$ cat src/rtl/modbus_defs_pkg.sv
`default_nettype none
// modbus_defs_pkg: Modbus RTU constants and framer state encoding shared by the
// transmit framer and the receive-side CRC check.
package modbus_defs_pkg;

  localparam logic [7:0] FC_READ_HOLDING = 8'h03;
  localparam logic [7:0] FC_READ_INPUT   = 8'h04;
  localparam logic [7:0] FC_WRITE_SINGLE = 8'h06;

  localparam logic [7:0] EXC_ILLEGAL_FUNCTION     = 8'h01;
  localparam logic [7:0] EXC_ILLEGAL_DATA_ADDRESS = 8'h02;
  localparam logic [7:0] EXC_ILLEGAL_DATA_VALUE   = 8'h03;
  localparam logic [7:0] EXC_SLAVE_DEVICE_FAILURE = 8'h04;

  localparam logic [7:0] EXC_FLAG        = 8'h80;
  localparam logic [7:0] READ_BYTE_COUNT = 8'h02;

  localparam logic [15:0] CRC_INIT = 16'hFFFF;
  localparam logic [15:0] CRC_POLY = 16'hA001;

  typedef enum logic [2:0] {
    ST_IDLE  = 3'd0,
    ST_BUILD = 3'd1,
    ST_CRC   = 3'd2,
    ST_SEND  = 3'd3,
    ST_WAIT  = 3'd4,
    ST_GUARD = 3'd5
  } tx_state_t;

endpackage
`default_nettype wire

$ cat src/rtl/crc16_modbus_byte.sv
`default_nettype none
// crc16_modbus_byte: one-byte CRC16/Modbus update (reflected 0xA001), purely
// combinational so it can sit in any one-byte-per-cycle datapath.
module crc16_modbus_byte
  import modbus_defs_pkg::*;
(
  input  logic [15:0] crc_in,
  input  logic [7:0]  byte_in,
  output logic [15:0] crc_out
);

  logic [15:0] acc;

  always_comb begin
    acc = crc_in ^ {8'h00, byte_in};
    for (int i = 0; i < 8; i++) begin
      acc = acc[0] ? ((acc >> 1) ^ CRC_POLY) : (acc >> 1);
    end
    crc_out = acc;
  end

endmodule
`default_nettype wire

$ cat src/rtl/modbus_frame_tx.sv
`default_nettype none
// modbus_frame_tx: Modbus RTU slave reply framer; builds ADDR/func/payload/CRC and
// streams it byte-by-byte to uart_byte_tx, then holds a 3.5-character silent gap.
module modbus_frame_tx
  import modbus_defs_pkg::*;
#(
  parameter logic [7:0] ADDR      = 8'h02,
  parameter int         CLK_FREQ  = 50000000,
  parameter int         BAUD_RATE = 115200
) (
  input  logic        sys_clk,
  input  logic        reset_n,
  input  logic        tx_req,
  input  logic [7:0]  tx_func_code,
  input  logic [15:0] tx_addr,
  input  logic [15:0] tx_data,
  input  logic        tx_exception,
  input  logic        uart_tx_done,
  output logic        uart_tx_start,
  output logic [7:0]  uart_tx_data,
  output logic        busy,
  output logic        tx_frame_done,
  output logic        tx_error
);

  localparam int BIT_CYC = CLK_FREQ / BAUD_RATE;
  localparam int T35_CYC = BIT_CYC * 385 / 10;
  localparam int WD_CYC  = 16 * BIT_CYC;
  localparam int GW      = $clog2(T35_CYC + 1);
  localparam int WW      = $clog2(WD_CYC + 1);

  tx_state_t state, state_next;

  logic [7:0]    func_q;
  logic [15:0]   addr_q;
  logic [15:0]   data_q;
  logic          exc_q;
  logic [7:0]    frame_buf [8];
  logic [3:0]    len;
  logic [3:0]    idx;
  logic [15:0]   crc;
  logic [15:0]   crc_next;
  logic [GW-1:0] guard_cnt;
  logic [WW-1:0] wd_cnt;
  logic          busy_q;
  logic          frame_done_q;
  logic          error_q;

  logic [3:0] len_m1;
  logic [3:0] len_m2;
  logic       crc_last;
  logic       byte_last;
  logic       wd_expired;
  logic       guard_expired;
  logic       supported;
  logic       build_exc;
  logic [7:0] exc_code;

  assign len_m1        = len - 4'd1;
  assign len_m2        = len - 4'd2;
  assign crc_last      = (idx == len_m2);
  assign byte_last     = (idx == len_m1);
  assign wd_expired    = (wd_cnt == WW'(WD_CYC - 1));
  assign guard_expired = (guard_cnt == GW'(T35_CYC - 1));

  // An explicit exception request wins; unknown functions fall back to code 0x01.
  assign supported = (func_q == FC_READ_HOLDING) || (func_q == FC_READ_INPUT) ||
                     (func_q == FC_WRITE_SINGLE);
  assign build_exc = exc_q || !supported;
  assign exc_code  = exc_q ? data_q[7:0] : EXC_ILLEGAL_FUNCTION;

  crc16_modbus_byte u_crc (
    .crc_in  (crc),
    .byte_in (frame_buf[idx[2:0]]),
    .crc_out (crc_next)
  );

  always_ff @(posedge sys_clk or negedge reset_n) begin
    if (!reset_n) begin
      state <= ST_IDLE;
    end else begin
      state <= state_next;
    end
  end

  always_comb begin
    state_next    = state;
    uart_tx_start = 1'b0;
    uart_tx_data  = 8'h00;
    case (state)
      ST_IDLE: begin
        if (tx_req) state_next = ST_BUILD;
      end
      ST_BUILD: begin
        state_next = ST_CRC;
      end
      ST_CRC: begin
        if (crc_last) state_next = ST_SEND;
      end
      ST_SEND: begin
        uart_tx_start = 1'b1;
        uart_tx_data  = frame_buf[idx[2:0]];
        state_next    = ST_WAIT;
      end
      ST_WAIT: begin
        uart_tx_data = frame_buf[idx[2:0]];
        if (uart_tx_done) begin
          state_next = byte_last ? ST_GUARD : ST_SEND;
        end else if (wd_expired) begin
          state_next = ST_GUARD;
        end
      end
      ST_GUARD: begin
        if (guard_expired) state_next = ST_IDLE;
      end
      default: begin
        state_next = ST_IDLE;
      end
    endcase
  end

  always_ff @(posedge sys_clk or negedge reset_n) begin
    if (!reset_n) begin
      func_q       <= 8'h00;
      addr_q       <= 16'h0000;
      data_q       <= 16'h0000;
      exc_q        <= 1'b0;
      len          <= 4'd0;
      idx          <= 4'd0;
      crc          <= 16'h0000;
      busy_q       <= 1'b0;
      frame_done_q <= 1'b0;
      error_q      <= 1'b0;
      for (int i = 0; i < 8; i++) frame_buf[i] <= 8'h00;
    end else begin
      frame_done_q <= 1'b0;
      error_q      <= 1'b0;
      case (state)
        ST_IDLE: begin
          if (tx_req) begin
            func_q <= tx_func_code;
            addr_q <= tx_addr;
            data_q <= tx_data;
            exc_q  <= tx_exception;
            busy_q <= 1'b1;
          end
        end
        ST_BUILD: begin
          for (int i = 0; i < 8; i++) frame_buf[i] <= 8'h00;
          frame_buf[0] <= ADDR;
          if (build_exc) begin
            frame_buf[1] <= func_q | EXC_FLAG;
            frame_buf[2] <= exc_code;
            len          <= 4'd5;
          end else if (func_q == FC_WRITE_SINGLE) begin
            frame_buf[1] <= func_q;
            frame_buf[2] <= addr_q[15:8];
            frame_buf[3] <= addr_q[7:0];
            frame_buf[4] <= data_q[15:8];
            frame_buf[5] <= data_q[7:0];
            len          <= 4'd8;
          end else begin
            frame_buf[1] <= func_q;
            frame_buf[2] <= READ_BYTE_COUNT;
            frame_buf[3] <= data_q[15:8];
            frame_buf[4] <= data_q[7:0];
            len          <= 4'd7;
          end
          idx <= 4'd0;
          crc <= CRC_INIT;
        end
        ST_CRC: begin
          // Payload is folded in one byte per cycle; the final cycle appends CRC lo/hi.
          if (crc_last) begin
            frame_buf[len_m2[2:0]] <= crc[7:0];
            frame_buf[len_m1[2:0]] <= crc[15:8];
            idx                    <= 4'd0;
          end else begin
            crc <= crc_next;
            idx <= idx + 4'd1;
          end
        end
        ST_WAIT: begin
          if (uart_tx_done) begin
            idx <= idx + 4'd1;
            if (byte_last) frame_done_q <= 1'b1;
          end else if (wd_expired) begin
            error_q <= 1'b1;
          end
        end
        ST_GUARD: begin
          if (guard_expired) busy_q <= 1'b0;
        end
        default: begin
        end
      endcase
    end
  end

  // Watchdog runs from the start pulse of each byte; guard counter only in GUARD.
  always_ff @(posedge sys_clk or negedge reset_n) begin
    if (!reset_n) begin
      guard_cnt <= '0;
      wd_cnt    <= '0;
    end else begin
      guard_cnt <= (state == ST_GUARD) ? guard_cnt + GW'(1) : '0;
      if ((state == ST_SEND || state == ST_WAIT) && state_next != ST_SEND) begin
        wd_cnt <= wd_cnt + WW'(1);
      end else begin
        wd_cnt <= '0;
      end
    end
  end

  assign busy          = busy_q;
  assign tx_frame_done = frame_done_q;
  assign tx_error      = error_q;

endmodule
`default_nettype wire

$ cat config.mk
export PLATFORM = sky130hd
export DESIGN_NAME = modbus_frame_tx
export DESIGN_NICKNAME = d
export VERILOG_FILES = /design/src/rtl/modbus_defs_pkg.sv /design/src/rtl/crc16_modbus_byte.sv /design/src/rtl/modbus_frame_tx.sv
export SDC_FILE = /design/constraint.sdc
export NUM_CORES = 1
export LEC_CHECK = 0
export ABC_AREA = 1
export CORE_MARGIN = 1
export CORE_UTILIZATION = 30
export CTS_BUF_LIST = sky130_fd_sc_hd__clkbuf_16
export DETAILED_ROUTE_END_ITERATION = 16
export GPL_ROUTABILITY_DRIVEN = 1
export GPL_TIMING_DRIVEN = 0
export SYNTH_ARGS = -nofsm -noshare
export SYNTH_HDL_FRONTEND = slang
export SYNTH_HIERARCHICAL = 1
export SYNTH_SLANG_ARGS = --single-unit
$ cat constraint.sdc
create_clock -name sys_clk -period 4.2 [get_ports sys_clk]
set_clock_uncertainty 0.1 [all_clocks]
set_input_delay 0.84 -clock sys_clk [delete_from_list [all_inputs] [get_ports sys_clk]]
set_output_delay 0.84 -clock sys_clk [all_outputs]
set_load 0.01 [all_outputs]
==> results.cfg <==
[run_status]
outcome = finished clean

[setup_path]
endpoint_kind = output pin
startpoint = idx[1]
worstRegToRegCells = 19
crit_fanout = 10
r2r_slack_ns = 0.79
r2r_end = crc[0]
startpoint_type = flop
reg2reg_from = idx[1]
critical_path_class = flop to output pin
critPathArrivalTime_ns = 2.96
required_ns = 3.26
cp-endpoint = uart_tx_data[1]

[yosys]
synth_common_cells = nand2_1, o21ai_0, dfrtp_1, inv_1, nor2_1
syn_nets = 1337
synth_top_area_share_pct = 42.3
avgSynthCellArea_um2 = 7.49
synth.most_common_cell = nand2_1
seq_area_frac_synth_pct = 42.3
synth_cells = 1280
ys_ff_latch = 162
synth_top_cell_by_area = dfrtp_1
synthTopCellsByArea = dfrtp_1, nand2_1, o21ai_0, nand3_1, inv_1
synth_cell_type_count = 41
netlist_area_um2 = 9580
synth_edf_count = 0
synthFlopType = dfrtp_1
ys_async_sr_fraction_pct = 100
yosysWarnings = 6

[clock_network]
h-tree-depth = 4
post_cts_buffers = 0
cts-root-buf = clkbuf_16
clock_latency_ns = 0.45
postCtsHoldBufs = 0
clock_path_buffers = 2
cts.reportedPaths.clkPinSlew_ns = 0.07
cts_tree = built
numCtsBuffers = 17
cts_sinks = 162
cts_resized = 0

[detailed_routing]
firstDrtPassIters = 6
vias = 9119
first_iter_violations = 827
ant_nets = 0
drc_errors = 0
avgViaCountPerCell = 5.15
wirelength_um = 31100
wl_per_cell_um = 17.6

[pwr]
powerDensity_nw_per_um2 = 770
ir_drop_uv = 400
p_leak_nw = 5.10

[timing]
setup_viol = 0
slew_violations = 0
fmax_mhz = 256
whs_ns = 0.219
fin_setup_tns_ns = 0
fin_crit_sh_pct = 92.8
tightest_slew_ns = 0.669
rsz0062_at_grt = false
hold_viol = 0
post-route-min-period_ns = 3.90
relSlewSlack_pct = 55.3

[flow_run]
max_cap_viol_count = 0

[cells_and_area]
nNetsFinal = 1413
fin_area_um2 = 11300
drive_gt1_share_pct = 9.06
antenna_cells = 0
fillers = 3237
finalNonFillerCells = 1771
synthToLayoutAreaGrowth_pct = 17.5

[floorplanning]
dieArea_um2 = 32700
die_h_um = 181
pin_count = 57
start_util_pct = 30.4
rows = 65
fp.dieW_um = 181
core_area_um2 = 31500

[place]
dpl_cell_area_um2 = 10700
post-dp-hpwl_um = 23400
gp_congestion = 0.967
numPortBuffers = 56
placedCellCount = 1739

[global_route]
globalRouteTotalUtil_pct = 19.5
first_global_vias = 8753
grt_max_degree = 107
grt_antenna_before_repair = 0
grt_pass1_wl_um = 49000
grt_overflow_total = 0

[worst_hold_path]
min_path_type = input port to async pin
[cell type report]
type | instances | area (µm²) | area share [%]
buffer | 71 | 393 | 3.49
clock buffer | 17 | 425 | 3.78
clock inverter | 15 | 158 | 1.40
inverter | 114 | 437 | 3.88
multi-input combinational | 933 | 4700 | 41.7
sequential | 162 | 4050 | 36.0
tap | 402 | 503 | 4.47
timing repair buffer | 57 | 593 | 5.27
[flip-flops by register name (all words and copies together) (netlist names)]
signal and cells:
frame_buf 64, addr_q 16, crc 16, data_q 16, guard_cnt 15, wd_cnt 13
func_q 8, idx 4, len 3, state 3, busy 1, exc_q 1
tx_error 1, tx_frame_done 1
[cells in the final DEF (no fill, tap or decap), drive strengths merged]
| master | instances |
|---|---|
| clkinv | 3 |
| nand3 | 99 |
| a31oi | 1 |
| xor2 | 18 |
| ha | 12 |
| xnor2 | 12 |
| o22ai | 25 |
| inv | 125 |
| clkdlybuf4s50 | 55 |
| o221ai | 1 |
| o21a | 1 |
| buf | 38 |
| o21ai | 228 |
| a22oi | 8 |
| nor3 | 17 |
| nand3b | 1 |
| nor2 | 102 |
| xnor3 | 1 |
| nand2 | 341 |
| nand4 | 4 |
| clkbuf | 52 |
| and3 | 1 |
| a21oi | 36 |
| bufinv | 1 |
| o211ai | 25 |
| dfrtp | 162 |
[worst max-delay path, stage by stage (launching register included)]
cell and delay, ns:
dfrtp_1 0.45, inv_1 0.25, clkbuf_1 0.41, o21ai_0 0.25
o22ai_1 0.17, nand2_1 0.09, a21oi_1 0.29, clkdlybuf4s50_1 0.60
[where the power goes]
| part | internal (W) | total, W | switching [W] | leakage (nW) |
|---|---|---|---|---|
| logic | 0.00146 | 0.00443 | 0.00298 | 2.71 |
| registers | 0.00211 | 0.00264 | 0.000531 | 2.10 |
| clock network | 0.000847 | 0.00160 | 0.000751 | 0.294 |
| total | 0.00441 | 0.00867 | 0.00426 | 5.10 |
[through the flow]
stage          utilization (%)  power (W)  setup slack (ns)
5_1_grt                   35.8    0.00925             0.176
2_1_floorplan                -    0.00556              1.63
4_1_cts                   35.8    0.00860             0.372
6_report                  35.8    0.00867             0.301
3_3_place_gp              33.8    0.00691             -4.63
3_5_place_dp              33.9    0.00698             0.842
[worst min path at each step]
stage / end / slack, ns / cells past startpoint
final: addr_q[5] / 0.22 / 1
after detailed placement: wd_cnt[0] / 0.36 / 1
after global placement: wd_cnt[0] / 0.34 / 1
after global routing: func_q[2] / 0.26 / 1
after floorplan: wd_cnt[0] / 0.32 / 1
after CTS: func_q[2] / 0.24 / 1
[per-layer routing]
| metal | vias up | GRT usage [%] | part of all wire (%) |
|---|---|---|---|
| met2 | 381 | 29.8 | 44 |
| met4 | 0 | 9.40 | 4.2 |
| met5 | - | 0 | 0 |
| li1 | 4379 | - | - |
| met1 | 4274 | 27.0 | 45 |
| met3 | 85 | 2.62 | 7.0 |
[cell families (layout without fill, tap and decap cells)]
family / Yosys count / count (layout) / synth area share [%]
AND/OR/NAND/NOR: 565 / 565 / 25.9
XOR/XNOR: 31 / 31 / 3.29
adder cells (fa/ha/maj): 12 / 12 / 1.57
AO/OA/AOI/OAI: 325 / 325 / 18.3
flip-flops: 162 / 162 / 42.3
buffers and inverters: 185 / 274 / 8.66
(Power assumes the default switching activity.)
